--- src/rtl/fp_coef_streamer_if.sv ---
// Stream port from the coefficient streamer to the FIR MAC: one tap per valid/ready beat.
interface fp_coef_streamer_if #(
  parameter int unsigned DW = 16,
  parameter int unsigned AW = 6
);
  logic          out_valid;
  logic          out_ready;
  logic [DW-1:0] out_data;
  logic [AW-1:0] out_tap;
  logic          out_last;

  modport master (output out_valid, out_data, out_tap, out_last, input out_ready);
  modport slave  (input out_valid, out_data, out_tap, out_last, output out_ready);
endinterface

--- src/rtl/fp_coef_streamer.sv ---
// Banked FP coefficient store that streams one TAPS-long set per start, with optional
// mirrored (symmetric) addressing and sign inversion.
module fp_coef_streamer #(
  parameter int unsigned DW    = 16,
  parameter int unsigned TAPS  = 64,
  parameter int unsigned BANKS = 2,
  parameter int unsigned SYM   = 1,
  localparam int unsigned AW   = $clog2(TAPS),
  localparam int unsigned BW   = (BANKS > 1) ? $clog2(BANKS) : 1
) (
  input  logic          clk,
  input  logic          rst,
  input  logic          wr_en,
  input  logic [BW-1:0] wr_bank,
  input  logic [AW-1:0] wr_addr,
  input  logic [DW-1:0] wr_data,
  output logic          wr_err,
  input  logic          start,
  input  logic [BW-1:0] start_bank,
  input  logic          start_neg,
  output logic          busy,
  fp_coef_streamer_if.master strm
);

  localparam int unsigned D   = (SYM != 0) ? TAPS / 2 : TAPS;
  localparam int unsigned DAW = (D > 1) ? $clog2(D) : 1;

  localparam logic [0:0] StIdle   = 1'b0;
  localparam logic [0:0] StStream = 1'b1;

  logic [DW-1:0] mem [BANKS][D];

  logic [0:0]    state_q, state_d;
  logic [BW-1:0] bank_q, bank_d;
  logic          neg_q, neg_d;
  logic [AW-1:0] tap_q, tap_d;
  logic [DW-1:0] data_q, data_d;
  logic          last_q, last_d;
  logic          wr_err_q;

  logic          start_ok, wr_ok;
  logic [BW-1:0] rd_bank;
  logic [AW-1:0] rd_tap, rd_entry;
  logic [DAW-1:0] rd_idx;
  logic [DW-1:0] rd_word, sign_flip;
  logic          neg_sel;

  assign busy     = (state_q == StStream);
  assign start_ok = (state_q == StIdle) && start && (32'(start_bank) < BANKS);

  // The bank being started is already active at this edge, so a same-cycle write to it is refused.
  assign wr_ok = !rst && wr_en && (32'(wr_addr) < D) && (32'(wr_bank) < BANKS) &&
                 !(busy && (wr_bank == bank_q)) &&
                 !(start_ok && (wr_bank == start_bank));

  // Read port looks one tap ahead so the output registers carry the word being presented.
  always_comb begin
    if (state_q == StIdle) begin
      rd_bank = start_bank;
      rd_tap  = '0;
      neg_sel = start_neg;
    end else begin
      rd_bank = bank_q;
      rd_tap  = tap_q + AW'(1);
      neg_sel = neg_q;
    end
    if ((SYM != 0) && (rd_tap >= AW'(TAPS / 2))) begin
      rd_entry = AW'(TAPS - 1) - rd_tap;
    end else begin
      rd_entry = rd_tap;
    end
    rd_idx    = DAW'(rd_entry);
    rd_word   = mem[rd_bank][rd_idx];
    sign_flip = {neg_sel, {(DW-1){1'b0}}};
  end

  always_comb begin
    state_d = state_q;
    bank_d  = bank_q;
    neg_d   = neg_q;
    tap_d   = tap_q;
    data_d  = data_q;
    last_d  = last_q;
    case (state_q)
      StIdle: begin
        if (start_ok) begin
          state_d = StStream;
          bank_d  = start_bank;
          neg_d   = start_neg;
          tap_d   = '0;
          data_d  = rd_word ^ sign_flip;
          last_d  = 1'b0;
        end
      end
      StStream: begin
        if (strm.out_ready) begin
          if (last_q) begin
            state_d = StIdle;
            tap_d   = '0;
            last_d  = 1'b0;
          end else begin
            tap_d  = rd_tap;
            data_d = rd_word ^ sign_flip;
            last_d = (32'(rd_tap) == TAPS - 1);
          end
        end
      end
      default: state_d = StIdle;
    endcase
  end

  always_ff @(posedge clk) begin
    if (rst) begin
      state_q  <= StIdle;
      bank_q   <= '0;
      neg_q    <= 1'b0;
      tap_q    <= '0;
      data_q   <= '0;
      last_q   <= 1'b0;
      wr_err_q <= 1'b0;
    end else begin
      state_q  <= state_d;
      bank_q   <= bank_d;
      neg_q    <= neg_d;
      tap_q    <= tap_d;
      data_q   <= data_d;
      last_q   <= last_d;
      wr_err_q <= wr_en && !wr_ok;
    end
  end

  // Storage is deliberately outside the reset domain: coefficients survive rst.
  always_ff @(posedge clk) begin
    if (wr_ok) begin
      mem[wr_bank][DAW'(wr_addr)] <= wr_data;
    end
  end

  assign wr_err         = wr_err_q;
  assign strm.out_valid = (state_q == StStream);
  assign strm.out_data  = data_q;
  assign strm.out_tap   = tap_q;
  assign strm.out_last  = last_q;

endmodule

--- src/flat_wrapper.sv ---
// flat-port wrapper written by rule: the top's interface ports become plain ports
module fp_coef_streamer_flat 
#(
  parameter int unsigned DW    = 16,
  parameter int unsigned TAPS  = 64,
  parameter int unsigned BANKS = 2,
  parameter int unsigned SYM   = 1,
  localparam int unsigned AW   = $clog2(TAPS),
  localparam int unsigned BW   = (BANKS > 1) ? $clog2(BANKS) : 1
)
  (clk, rst, wr_en, wr_bank, wr_addr, wr_data, wr_err, start, start_bank, start_neg, busy, strm_out_valid, strm_out_data, strm_out_tap, strm_out_last, strm_out_ready);
  fp_coef_streamer_if #(.DW(DW), .AW(6)) strm_i ();
  input  logic clk;
  input  logic rst;
  input  logic wr_en;
  input  logic [BW-1:0] wr_bank;
  input  logic [AW-1:0] wr_addr;
  input  logic [DW-1:0] wr_data;
  output logic wr_err;
  input  logic start;
  input  logic [BW-1:0] start_bank;
  input  logic start_neg;
  output logic busy;
  output wire logic [$bits(strm_i.out_valid)-1:0] strm_out_valid;
  output wire logic [$bits(strm_i.out_data)-1:0] strm_out_data;
  output wire logic [$bits(strm_i.out_tap)-1:0] strm_out_tap;
  output wire logic [$bits(strm_i.out_last)-1:0] strm_out_last;
  input wire logic [$bits(strm_i.out_ready)-1:0] strm_out_ready;
  assign strm_out_valid = strm_i.out_valid;
  assign strm_out_data = strm_i.out_data;
  assign strm_out_tap = strm_i.out_tap;
  assign strm_out_last = strm_i.out_last;
  assign strm_i.out_ready = strm_out_ready;
  fp_coef_streamer #(.DW(DW), .TAPS(TAPS), .BANKS(BANKS), .SYM(SYM)) u_core (.clk(clk), .rst(rst), .wr_en(wr_en), .wr_bank(wr_bank), .wr_addr(wr_addr), .wr_data(wr_data), .wr_err(wr_err), .start(start), .start_bank(start_bank), .start_neg(start_neg), .busy(busy), .strm(strm_i));
endmodule
--- config.mk ---
export PLATFORM = sky130hd
export DESIGN_NAME = fp_coef_streamer_flat
export DESIGN_NICKNAME = d
export VERILOG_FILES = /design/src/rtl/fp_coef_streamer_if.sv /design/src/rtl/fp_coef_streamer.sv /design/src/flat_wrapper.sv
export SDC_FILE = /design/constraint.sdc
export NUM_CORES = 1
export LEC_CHECK = 0
export BUFFER_PORTS_ARGS = -buffer_cell sky130_fd_sc_hd__buf_2
export CORE_UTILIZATION = 29
export CTS_CLUSTER_SIZE = 12
export DETAILED_ROUTE_END_ITERATION = 12
export GPL_ROUTABILITY_DRIVEN = 0
export PLACE_DENSITY = 0.39
export RECOVER_POWER = 25
export SYNTH_ARGS = -nofsm -noshare
export SYNTH_HDL_FRONTEND = slang
export SYNTH_SLANG_ARGS = --single-unit
--- constraint.sdc ---
create_clock -name clk -period 7.2 [get_ports clk]
set_clock_uncertainty 0.2 [all_clocks]
set_input_delay 1.08 -clock clk [delete_from_list [all_inputs] [get_ports clk]]
set_output_delay 1.08 -clock clk [all_outputs]
set_load 0.1 [all_outputs]
==> impl_metrics.ini, run 1 <==
[worst_setup_path]
reg2reg_depth = 9
r2r_start = u_core.busy
critPathKind = reg -> reg
endpoint_kind = register
cp.arrival_ps = 5120
cp-start-kind = register
r2r_end = u_core.strm.out_data[5]
rrSetupSlack_ps = 2530
critPathRequiredTime_ps = 7640
path_max_fanout = 100

[layout]
mostFrequentLayoutCells = edfxtp_1, nand2_1, nand3_1
syn_to_final_growth_pct = 14.70
final_common_cell = edfxtp_1
final_nets = 3301
final_area_sq_um = 48450
drive_above_1_share = 0.1016
fillers = 14090

[min_path]
hold_path.class = reg -> reg
whs_endpoint = u_core.neg_q
whs_path_depth = 2
hold_start = u_core.neg_q

[clock_network]
cts_made_buffers = 118
cts_max_level = 3
cts_tree = yes
cts-hold-fix-buffers = 0
path_clk_slew_ps = 60
clk_path_buf_depth = 3
cts_root_buffer = clkbuf_16
clock_latency_ps = 720
cts_setup_buffers = 0
cts.sinks = 1051
post_cts_resized = 0

[placed_design]
io_buffers = 55
detailed_place_hpwl_um = 72630
post_dp_cell_area_sq_um = 44960
pre_cts_slack_ps = 2316

[grt]
antenna_found_initial = 13
grt_max_degree = 125
grt_pass1_vias = 26200
grt_use_total = 0.1803
grt_overflow_total = 0
grt_pass1_wl_um = 193000

[detailed_routing]
drtPass1Iterations = 10
num_vias = 26770
postRouteAntennaNets = 0
routed_wl_um = 134200
vias_per_cell = 5.077
drcViolationCount = 8
routedWlPerCell_um = 25.46
drtIter0Drc = 2443

[logic_synthesis]
syn_avg_cell_area_sq_um = 13.19
yosys.area.top_type = edfxtp_1
syn_nets = 3233
synth-edff-count = 1024
synth-async-reset-ratio = 0
synth_area_leaders = edfxtp_1, nand2_1, a311oi_1, nand3_1, and3_1
ys_ff_latch = 1051
syn_area_sq_um = 42240
synth_top_cell_area_share = 0.7280
yosys_warnings = 0
synthCells = 3202
ys.flop_type = edfxtp_1
netlist-cell-type-count = 56
synth-seq-area-share = 0.7408

[power_and_ir_drop]
p_per_area_nw_per_um2 = 274.8
vdd_drop_max_v = 0.0001907
p_leak_nw = 16.18

[sta]
setup_viol = 0
fin_ws_ps = 2525
worst_pin_slew_ps = 3860
post-route-period-util = 0.6493
maxSlewViolCount = 975
setup_tns_ps = 0
hold_viol = 0
fin_crit_ps = 4675
grt_setup_unrepaired = false
fmax_mhz = 213.9
timing.hold.ws_ps = 311.6
max_slew_margin = -1.574

[outcome]
status = finished, violations left
failed_checks = design-rule violations, max-capacitance violations, max-slew violations

[floorplanning]
die_w_um = 383.6
initial_core_util = 0.2933
dieHeight_um = 383.6
die_area_sq_um = 147200
num_rows = 139
io_pins = 56
core-area_sq_um = 144000

[job]
maxCapViolCount = 15
[worst max path at each step]
| stage | startpoint | end | slack [ps] | cells past startpoint |
|---|---|---|---|---|
| after floorplan | u_core.busy | u_core.mem[0][0] | 3470 | 8 |
| after global placement | start_bank | u_core.strm.out_data[4] | 2380 | 10 |
| after detailed placement | start_bank | u_core.strm.out_data[4] | 2320 | 10 |
| after CTS | u_core.busy | u_core.strm.out_data[4] | 2480 | 9 |
| after global routing | u_core.busy | u_core.strm.out_data[9] | 2130 | 9 |
| final | u_core.busy | u_core.strm.out_data[5] | 2530 | 9 |
[per-layer routing]
metal	up-vias	global-route usage	wire (um)
met5	-	0	0
met3	160	0.02613	6905
met1	13840	0.2570	62450
met2	715	0.2850	62010
met4	0	0.05076	2887
li1	12060	-	-
[synthesized netlist by cell type, types with 2 or more instances]
cell	number
a311oi_1	182
a22oi_1	4
nor2_1	85
buf_6	5
a31oi_1	60
dfxtp_1	27
buf_4	18
and3_1	123
nor3_1	10
nand2b_1	5
o211ai_1	16
buf_2	94
buf_1	21
inv_1	2
a21oi_1	45
mux2i_1	10
nor2b_1	3
nand4_1	3
a211oi_1	47
nand3b_1	6
nand3_1	248
o21ai_0	4
nor4_1	3
o21bai_1	15
xnor2_1	5
or3b_2	2
and2_1	2
edfxtp_1	1024
nand2_1	1004
mux4_2	12
clkbuf_1	89
xor2_1	4
[area by class of cell]
cell class              count  area (sq um)  area share
clock buffers             149          3133     0.06467
clock inverters            67         402.9    0.008316
inverters                   2         7.507   0.0001550
well taps                1903          2381     0.04915
flip-flops and latches   1051         31290      0.6459
diodes                      4         10.01   0.0002066
multi-input cells        1922          9916      0.2047
repair buffers            175          1308     0.02699
[power by group]
group	switching (W)	internal [W]
combinational	0.000713	0.000225
clock	0.00246	0.00315
sequential	0.0000240	0.00674
total	0.00319	0.0101
[critical path, stage by stage (launching register included)]
cell,delay (ps)
dfxtp_1,900
mux2_8,870
buf_12,450
nand2_1,90
and3_1,170
a311oi_1,280
a31oi_1,160
a211oi_1,950
o21bai_1,160
o211ai_1,120
[cells by family (layout without fill, tap and decap cells)]
kind of cell	Yosys count	after routing	synth area share
adder cells (fa/ha/maj)	1	1	0.0002962
AO/OA/AOI/OAI	381	381	0.06932
multiplexers	25	25	0.009923
buffers and inverters	229	393	0.02562
XOR/XNOR	10	10	0.002251
AND/OR/NAND/NOR	1505	1505	0.1518
flip-flops	1051	1051	0.7408
other	0	4	0
[state kept, by name, summed over array words and instances (netlist names)]
signal / flops
u_core.strm.out_tap: 6
u_core.mem: 1024
u_core.busy: 1
u_core.wr_err: 1
u_core.strm.out_data: 16
u_core.neg_q: 1
u_core.strm.out_last: 1
u_core.bank_q: 1
[through the flow]
step | utilization | total power (W) | cells
2_1_floorplan | - | 0.007423 | 3202
3_5_place_dp | 0.3122 | 0.007839 | 5053
4_1_cts | 0.3368 | 0.01346 | 5269
3_3_place_gp | 0.3122 | 0.007829 | 5053
6_report | 0.3364 | 0.01331 | 5273
5_1_grt | 0.3364 | 0.01376 | 5269
Power figures use the tool's default switching activity.
==> inputs of run 2 (changes only) <==
--- a/config.mk
+++ b/config.mk
@@ -5,12 +5,13 @@
 export SDC_FILE = /design/constraint.sdc
 export NUM_CORES = 1
 export LEC_CHECK = 0
+export ABC_AREA = 1
 export BUFFER_PORTS_ARGS = -buffer_cell sky130_fd_sc_hd__buf_2
 export CORE_UTILIZATION = 29
 export CTS_CLUSTER_SIZE = 12
 export DETAILED_ROUTE_END_ITERATION = 12
 export GPL_ROUTABILITY_DRIVEN = 0
-export PLACE_DENSITY = 0.39
+export PLACE_DENSITY = 0.4
 export RECOVER_POWER = 25
 export SYNTH_ARGS = -nofsm -noshare
 export SYNTH_HDL_FRONTEND = slang
==> constraint.sdc (replaced) <==
create_clock -name clk -period 3.8 [get_ports clk]
set_clock_uncertainty 0.2 [all_clocks]
set_input_delay 0.57 -clock clk [delete_from_list [all_inputs] [get_ports clk]]
set_output_delay 0.57 -clock clk [all_outputs]
set_load 0.1 [all_outputs]
==> impl_metrics.ini, run 2 <==
[layout]
fillers = 15140
top_register = u_core.mem
syn_to_final_growth_pct = 16.03
largest_reg_flops = 1024
final_core_util = 0.3394
mostFrequentLayoutCells = edfxtp_1, nand2_1, inv_1
final_nets = 3907
drive_above_1_share = 0.1070
final_area_sq_um = 51670
stdcell_count = 6009
final_common_cell = edfxtp_1

[logic_synthesis]
synth-async-reset-ratio = 0
syn_area_sq_um = 44530
yosys.area.top_type = edfxtp_1
ys_ff_latch = 1051
yosys_warnings = 0
syn_avg_cell_area_sq_um = 11.84
ys_top_cells_by_count = edfxtp_1, nand2_1, inv_1
ys.flop_type = edfxtp_1
synth_most_common_cell = edfxtp_1
synth_top_cell_area_share = 0.6905
synth_area_leaders = edfxtp_1, nand2_1, o211ai_1, o21ai_0, inv_1
synth-edff-count = 1024
syn_nets = 3793
synthCells = 3762
netlist-cell-type-count = 34
synth-seq-area-share = 0.7026

[clock_network]
clk_path_buf_depth = 3
cts_root_buffer = clkbuf_16
path_clk_slew_ps = 60
clock_latency_ps = 740
cts_tree = yes
cts_made_buffers = 118
cts.sinks = 1051
cts_max_level = 3

[worst_setup_path]
cpPeakStageDelay_ps = 630
critPathRequiredTime_ps = 4240
critPathKind = reg -> reg
path_max_fanout = 117
cp-start-kind = register
cp_slowest_cell = dfxtp_1
path_cells = inv_4 > o21ai_4 > buf_12 > mux2_1 > o21ai_1 > nand3_1 > nand3_1 > nand2_1 > nand2_1 > nand3_1 > nand2_1 > inv_1
r2r_end = u_core.strm.out_data[6]
critPathTopFamily = simple AND/OR/NAND/NOR gates
cp.arrival_ps = 4050
endpoint_kind = register
rrSetupSlack_ps = 190
r2r_start = u_core.busy
crit_buf_inv = 3
reg2reg_depth = 12

[detailed_routing]
num_vias = 28740
vias_per_cell = 4.783
drtIter0Drc = 2384
drtPass1Iterations = 5
routed_wl_um = 147000
drcViolationCount = 0
postRouteAntennaNets = 0
routedWlPerCell_um = 24.46

[power_and_ir_drop]
vdd_drop_max_v = 0.0003541
p_leak_nw = 18.24
p_per_area_nw_per_um2 = 496.9

[sta]
setup_viol = 0
fmax_mhz = 276.8
worst_pin_slew_ps = 2503
maxSlewViolCount = 553
grt_setup_unrepaired = false
fin_ws_ps = 187.5
max_slew_margin = -0.6686
hold_viol = 0
post-route-period-util = 0.9507
fin_crit_ps = 3613

[placed_design]
post_dp_cell_area_sq_um = 48130
pre_cts_slack_ps = 117.8
io_buffers = 55
detailed_place_hpwl_um = 89030
dp_cells = 5780

[outcome]
failed_checks = max-capacitance violations, max-slew violations
status = finished, violations left

[grt]
grt_use_total = 0.1874
grt_pass1_vias = 27810
grt_overflow_total = 0
antenna_found_initial = 18
grt_pass1_wl_um = 210300
grt_max_degree = 118

[floorplanning]
die_w_um = 393.9
initial_core_util = 0.2925
io_pins = 56
die_area_sq_um = 155100
dieHeight_um = 393.9
core-area_sq_um = 152300
num_rows = 143

[min_path]
hold_start = wr_addr[5]
hold_path.class = in -> reg
whs_path_depth = 5
whs_endpoint = u_core.wr_err

[job]
maxCapViolCount = 16
[run 2: changes by cell type in the layout (fill, tap and decap cells not counted), sizes merged, moves of 47 or more]
cell,change
a211oi,-47
a311oi,-182
a31oi,-60
and3,-123
buf,+51
inv,+495
mux2,+61
nand2,-379
nand3,+58
o211ai,+290
o21ai,+472
[run 2: worst min-delay path, stage by stage]
cell,delay (ps)
buf_2,70
nor2_1,40
nand3_1,240
nand3_1,110
inv_1,50
[run 2: kinds of logic after synthesis]
family,Yosys count,share of synthesized area
and+or+nand+nor,1108,0.1052
DFF,1051,0.7026
AOI/OAI and AO/OA,794,0.1069
buffers and inverters,742,0.06847
muxes,63,0.01593
xor gates and xnor gates,3,0.0005901
adders and majority gates,1,0.0002809
[run 2: routing by layer]
| layer | track usage | share of wire | up-vias |
|---|---|---|---|
| met5 | 0 | 0.00018 | - |
| met4 | 0.03599 | 0.018 | 4 |
| met3 | 0.02823 | 0.053 | 157 |
| met2 | 0.2971 | 0.46 | 737 |
| met1 | 0.2717 | 0.47 | 14310 |
| li1 | - | - | 13530 |
[run 2: what timing repair did]
action / in CTS / in global routing
resized for setup: 0 / 5
hold buffers: 6 / 0
endpoints found under the setup margin: 0 / 8
buffers inserted: 0 / 0
endpoints found under the hold margin: 11 / 0
[run 2: layout make-up]
type	count	area (sq um)	area share
flip-flops and latches	1051	31290	0.6055
multi-input cells	1969	10380	0.2008
clock buffers	147	3083	0.05966
well taps	2030	2540	0.04915
repair buffers	240	2033	0.03935
inverters	496	1874	0.03627
clock inverters	70	459.2	0.008887
diodes	6	15.01	0.0002906
[run 2: worst max path at each step]
stage / slack, ps / cells after the start / endpoint / from
floorplan: -150 / 7 / u_core.mem[0][352] / u_core.busy
global placement: 140 / 13 / u_core.strm.out_data[4] / u_core.busy
detailed placement: 120 / 15 / u_core.strm.out_data[7] / u_core.strm.out_tap[0]
CTS: 120 / 15 / u_core.strm.out_data[7] / u_core.strm.out_tap[0]
global route: 8 / 15 / u_core.strm.out_data[7] / u_core.strm.out_tap[0]
finish: 190 / 12 / u_core.strm.out_data[6] / u_core.busy
[run 2: per-stage QoR]
step / setup TNS (ps) / hold slack [ps] / power, W
2_1_floorplan: -21510 / 229.3 / 0.01420
3_3_place_gp: 0 / 238.5 / 0.01529
3_5_place_dp: 0 / 246.5 / 0.01527
4_1_cts: 0 / 9.637 / 0.02600
5_1_grt: 0 / 140.7 / 0.02654
6_report: 0 / 167.9 / 0.02568
[run 2: power by group]
group	switching, W	internal (W)
Clock	0.00476	0.00592
Sequential	0.0000485	0.0128
Combinational	0.00168	0.000523
